`src/rtl/fns_seq_decoder_if.sv`:
```
// Codeword-in / result-out handshake bundle for the Fibonacci-numeral decoder.
interface fns_seq_decoder_if #(
    parameter int unsigned N = 8,
    parameter int unsigned W = 7
);
    logic [N-1:0] cw_in;
    logic         in_valid;
    logic         in_ready;
    logic [W-1:0] val_out;
    logic         err_out;
    logic         out_valid;
    logic         out_ready;

    modport master (
        output cw_in, in_valid, out_ready,
        input  in_ready, val_out, err_out, out_valid
    );

    modport slave (
        input  cw_in, in_valid, out_ready,
        output in_ready, val_out, err_out, out_valid
    );
endinterface

```
`src/rtl/fns_seq_decoder.sv`:
```
// Bit-serial Fibonacci-numeral-system decoder: one codeword bit per cycle,
// weights generated on the fly by a running add, sticky flag for adjacent 1s.
module fns_seq_decoder #(
    parameter int unsigned N = 8,
    parameter int unsigned W = 7
) (
    input logic              clk,
    input logic              rst,
    fns_seq_decoder_if.slave bus
);
    localparam int unsigned KW = (N > 1) ? $clog2(N) : 1;

    typedef enum logic [1:0] {IDLE, RUN, DONE} state_t;

    state_t        state, state_nx;
    logic [N-1:0]  cw_q, cw_nx;
    logic [W-1:0]  acc_q, acc_nx;
    logic [W-1:0]  w0_q, w0_nx;
    logic [W-1:0]  w1_q, w1_nx;
    logic [KW-1:0] k_q, k_nx;
    logic          err_q, err_nx;
    logic          prev_q, prev_nx;
    logic          in_ready_q, in_ready_nx;
    logic          out_valid_q, out_valid_nx;

    // State and datapath registers; reset wins over everything.
    always_ff @(posedge clk) begin
        if (rst) begin
            state       <= IDLE;
            cw_q        <= '0;
            acc_q       <= '0;
            w0_q        <= '0;
            w1_q        <= '0;
            k_q         <= '0;
            err_q       <= 1'b0;
            prev_q      <= 1'b0;
            in_ready_q  <= 1'b1;
            out_valid_q <= 1'b0;
        end else begin
            state       <= state_nx;
            cw_q        <= cw_nx;
            acc_q       <= acc_nx;
            w0_q        <= w0_nx;
            w1_q        <= w1_nx;
            k_q         <= k_nx;
            err_q       <= err_nx;
            prev_q      <= prev_nx;
            in_ready_q  <= in_ready_nx;
            out_valid_q <= out_valid_nx;
        end
    end

    // Next-state and datapath update; the codeword is shifted so bit k sits at cw_q[0].
    always_comb begin
        state_nx     = state;
        cw_nx        = cw_q;
        acc_nx       = acc_q;
        w0_nx        = w0_q;
        w1_nx        = w1_q;
        k_nx         = k_q;
        err_nx       = err_q;
        prev_nx      = prev_q;
        in_ready_nx  = in_ready_q;
        out_valid_nx = out_valid_q;

        case (state)
            IDLE: begin
                if (bus.in_valid) begin
                    state_nx    = RUN;
                    cw_nx       = bus.cw_in;
                    acc_nx      = '0;
                    err_nx      = 1'b0;
                    prev_nx     = 1'b0;
                    k_nx        = '0;
                    w0_nx       = W'(1);
                    w1_nx       = W'(2);
                    in_ready_nx = 1'b0;
                end
            end
            RUN: begin
                if (cw_q[0]) begin
                    acc_nx = acc_q + w0_q;
                end
                // prev_q is cleared on accept, so bit 0 can never flag an error
                if (cw_q[0] && prev_q) begin
                    err_nx = 1'b1;
                end
                prev_nx = cw_q[0];
                cw_nx   = cw_q >> 1;
                w0_nx   = w1_q;
                w1_nx   = w0_q + w1_q;
                k_nx    = k_q + KW'(1);
                if (k_q == KW'(N - 1)) begin
                    state_nx     = DONE;
                    out_valid_nx = 1'b1;
                end
            end
            DONE: begin
                if (bus.out_ready) begin
                    state_nx     = IDLE;
                    out_valid_nx = 1'b0;
                    in_ready_nx  = 1'b1;
                end
            end
            default: begin
                state_nx = IDLE;
            end
        endcase
    end

    assign bus.in_ready  = in_ready_q;
    assign bus.out_valid = out_valid_q;
    assign bus.val_out   = acc_q;
    assign bus.err_out   = err_q;
endmodule

```
`src/flat_wrapper.sv`:
```
// flat-port wrapper written by rule: the top's interface ports become plain ports
module fns_seq_decoder_flat 
#(
    parameter int unsigned N = 8,
    parameter int unsigned W = 7
)
  (clk, rst, bus_cw_in, bus_in_valid, bus_out_ready, bus_in_ready, bus_val_out, bus_err_out, bus_out_valid);
  fns_seq_decoder_if #(.N(N), .W(W)) bus_i ();
  input logic clk;
  input logic rst;
  input wire logic [$bits(bus_i.cw_in)-1:0] bus_cw_in;
  input wire logic [$bits(bus_i.in_valid)-1:0] bus_in_valid;
  input wire logic [$bits(bus_i.out_ready)-1:0] bus_out_ready;
  output wire logic [$bits(bus_i.in_ready)-1:0] bus_in_ready;
  output wire logic [$bits(bus_i.val_out)-1:0] bus_val_out;
  output wire logic [$bits(bus_i.err_out)-1:0] bus_err_out;
  output wire logic [$bits(bus_i.out_valid)-1:0] bus_out_valid;
  assign bus_i.cw_in = bus_cw_in;
  assign bus_i.in_valid = bus_in_valid;
  assign bus_i.out_ready = bus_out_ready;
  assign bus_in_ready = bus_i.in_ready;
  assign bus_val_out = bus_i.val_out;
  assign bus_err_out = bus_i.err_out;
  assign bus_out_valid = bus_i.out_valid;
  fns_seq_decoder #(.N(N), .W(W)) u_core (.clk(clk), .rst(rst), .bus(bus_i));
endmodule
```
`config.mk`:
```
export PLATFORM = sky130hd
export DESIGN_NAME = fns_seq_decoder_flat
export DESIGN_NICKNAME = d
export VERILOG_FILES = /design/src/rtl/fns_seq_decoder_if.sv /design/src/rtl/fns_seq_decoder.sv /design/src/flat_wrapper.sv
export SDC_FILE = /design/constraint.sdc
export NUM_CORES = 1
export LEC_CHECK = 0
export ABC_AREA = 1
export ABC_CLOCK_PERIOD_IN_PS = 2200
export BUFFER_PORTS_ARGS = -buffer_cell sky130_fd_sc_hd__buf_2
export CAP_MARGIN = 0
export CORE_UTILIZATION = 49
export DETAILED_ROUTE_END_ITERATION = 16
export GPL_TIMING_DRIVEN = 0
export HOLD_SLACK_MARGIN = 0.02
export PLACE_DENSITY_LB_ADDON = 0.1
export SLEW_MARGIN = 30
export SYNTH_ARGS = -nofsm -noshare
export SYNTH_HDL_FRONTEND = slang
export SYNTH_SLANG_ARGS = --single-unit
```
`constraint.sdc`:
```
create_clock -name clk -period 2.2 [get_ports clk]
set_input_delay 0.44 -clock clk [delete_from_list [all_inputs] [get_ports clk]]
set_output_delay 0.44 -clock clk [all_outputs]
set_load 0.02 [all_outputs]
```
==> reports/qor.txt <==
Status = finished, final reports clean
Endpoints failing setup = 0
Initial Util = 52.7%
Worst setup path end = u_core.bus.val_out[4]$_SDFFE_PP0P_
Primary FF master, synth = dfxtp_1
Setup crit start = u_core.w0_q[0]$_SDFFE_PP0P_
Pwr Total = 1350 µW
Detailed Route WL = 4170 µm
WL met1 = 2110 µm
Sequential cell area fraction in the yosys report = 38.0%
Count leader, synth = nand2_1
Peak supply drop = 0.349 mV
Synth area leader = dfxtp_1
First-pass GRT wire length = 7290 µm
Number of flops mapped to enable cells by yosys = 0
Worst-skew pair later-pin latency = 0.30 ns
# resized after CTS = 0
Final instance area = 2240 µm²
Clk Tree Root Cell = clkbuf_8
Initial DRT Pass Iterations = 4
Area contributors post-synth = dfxtp_1, nand2_1, ha_1, a21oi_1, inv_1
Worst Max-Slew Pin Slew = 0.549 ns
Yosys cell types = 24
CP Capture Type = register
Via-to-Cell Ratio = 5.14
Max layer used = met4
Height of the die = 65.9 µm
Post-synth top area share = 38.0%
Startpoint Class = register
# IOs = 22
Antenna violations before repair = 0
Cell Pwr Density = 600 nW/µm²
CP required = 2.43 ns
ANT cells = 0
R2r setup slk = 0.58 ns
Final period utilization = 73.8%
Worst slew margin = 63.4%
Clock Sink Count = 38
Largest net degree at the start of global routing = 11
Area of the mapped netlist = 2000 µm²
Vias = 1,824
Fin Clk Skew = 0.00595 ns
H-Tree Depth = 2
Worst path arrival time = 1.85 ns
Fmax = 616 MHz
Core area = 3800 µm²
Kind of critical path = reg2reg
CP max FO = 4
Setup TNS = 0 ns
Yosys reg bits = 38
Site Rows = 22
Setup bufs post-CTS = 0
Cts bufs inserted = 5
CTS Hold Buffers Added = 0
Nets = 335
CTS tree = built
GRT overflow = 0
Post-synth ARST share = 0%
Detailed Place HPWL = 3070 µm
Max Cap Violations = 0
Hold Vio Cnt, Final = 0
Met3 WL post-DR = 155 µm
Commonest cells post-synth = nand2_1, dfxtp_1, a21oi_1, inv_1, nand3_1
Post-layout minimum cycle time = 1.62 ns
Routed len/inst = 11.7 µm
Met2 Wirelength = 1820 µm
Drt drc = 0
Warnings, synthesis = 0
Unrepaired setup endpoints after global routing = no
Die W = 65.9 µm
GPL Wtd Cong = 0.864
Vias in the first global route = 1,675
Worst r2r dst = u_core.bus.val_out[4]$_SDFFE_PP0P_
Syn_area_per_cell = 7.18 µm²
All-layer global routing usage = 22.4%
Hold Path Class = in2reg
DIE AREA = 4350 µm²
DRC marker count from the first detailed-route iteration = 127
Area post-placement = 2170 µm²
R2R Path Start = u_core.w0_q[0]$_SDFFE_PP0P_
Remaining antenna violation count = 0
Worst R2R Path Depth = 9
Layout cell share with drive strength beyond 1 = 13.0%
Final Max Slew Viols = 0
Area growth from synthesis to layout = 12.1%
CTS max path bufs = 2
Leakage power = 0.00106 µW
Net Count, Synth = 307
Syn Inst Count = 279
PortBufs = 21
Clock transition at path regs = 0.07 ns
[worst max-delay path, cell delays in order, from the launching register on]
cell	delay, ns
dfxtp_1	0.36
ha_1	0.21
inv_1	0.06
fa_1	0.35
inv_1	0.11
nand3_1	0.08
nand3_1	0.09
or2_2	0.11
nand3_1	0.06
a21oi_1	0.12
[sequential cells by signal, indices dropped and copies added, names as in the netlist]
register              cells
u_core.cw_q               8
u_core.bus.val_out        7
u_core.w0_q               7
u_core.w1_q               7
u_core.k_q                3
u_core.state              2
u_core.bus.err_out        1
u_core.bus.in_ready       1
u_core.bus.out_valid      1
u_core.prev_q             1
[metrics by stage]
step           instances  hold slack [ns]  setup slack (ns)  utilization [%]
3_3_place_gp         348            0.434             0.594             57.1
4_1_cts              355            0.388             0.572             59.1
5_1_grt              355            0.406             0.404             59.1
6_report             355            0.386             0.577             59.1
3_5_place_dp         348            0.440             0.593             57.1
2_1_floorplan        279            0.429             0.593                -
[how the worst min path moves through the flow]
stage                                                start                               end  slack (ns)  cells after the start
final                                        bus_out_ready  u_core.bus.in_ready$_SDFFE_PP1P_        0.39                      3
after global routing                          bus_cw_in[1]       u_core.cw_q[1]$_SDFFE_PP0P_        0.41                      3
after CTS                                    bus_out_ready  u_core.bus.in_ready$_SDFFE_PP1P_        0.39                      3
after detailed placement  u_core.bus.in_ready$_SDFFE_PP1P_  u_core.bus.in_ready$_SDFFE_PP1P_        0.44                      2
after global placement    u_core.bus.in_ready$_SDFFE_PP1P_  u_core.bus.in_ready$_SDFFE_PP1P_        0.43                      2
after floorplan                 u_core.k_q[0]$_SDFFE_PP0P_        u_core.k_q[0]$_SDFFE_PP0P_        0.43                      1
[cells by family after synthesis]
group / count (synthesis) / synth area share, %
AO/OA/AOI/OAI: 57 / 15.0
adder cells (fa/ha/maj): 16 / 10.7
buffers and inverters: 37 / 8.37
flip-flops: 38 / 38.0
AND/OR/NAND/NOR: 131 / 27.9
[where the power goes]
part	leakage, µW	internal (µW)	total (µW)	switching, µW
clock	0.0000383	218	465	247
sequential	0.000309	715	732	17.2
combinational	0.000716	54.7	149	94.2
total	0.00106	988	1350	358
[cell type report]
| cell class | count | area [µm²] |
|---|---|---|
| plain buffers | 8 | 56.3 |
| clock buffers | 7 | 76.3 |
| fillers | 378 | 1550 |
| inverters | 29 | 111 |
| multi-input cells | 204 | 1070 |
| flip-flops and latches | 38 | 761 |
| well taps | 48 | 60.1 |
| repair buffers | 21 | 105 |
[layout by cell type (no fill, tap or decap)]
cell,count
nand2_1,96
o22ai_1,1
nand2_4,1
or2_2,2
o21ai_1,2
ha_1,14
o21ai_0,10
fa_1,2
clkbuf_8,5
a21oi_1,34
o21a_1,1
inv_1,26
nand3_1,19
buf_2,24
buf_6,3
nand3_4,1
a31oi_1,9
nor2_1,7
nand4_1,4
buf_1,1
inv_4,1
clkbuf_1,3
inv_2,2
nor2_4,1
dfxtp_1,38
[layer usage]
metal  vias up  global-route usage [%]
met1       808                    27.6
met2        36                    36.4
li1        972                       -
met4         0                    8.78
met3         8                    6.72
met5         -                       0
Power figures use the tool's default switching activity.
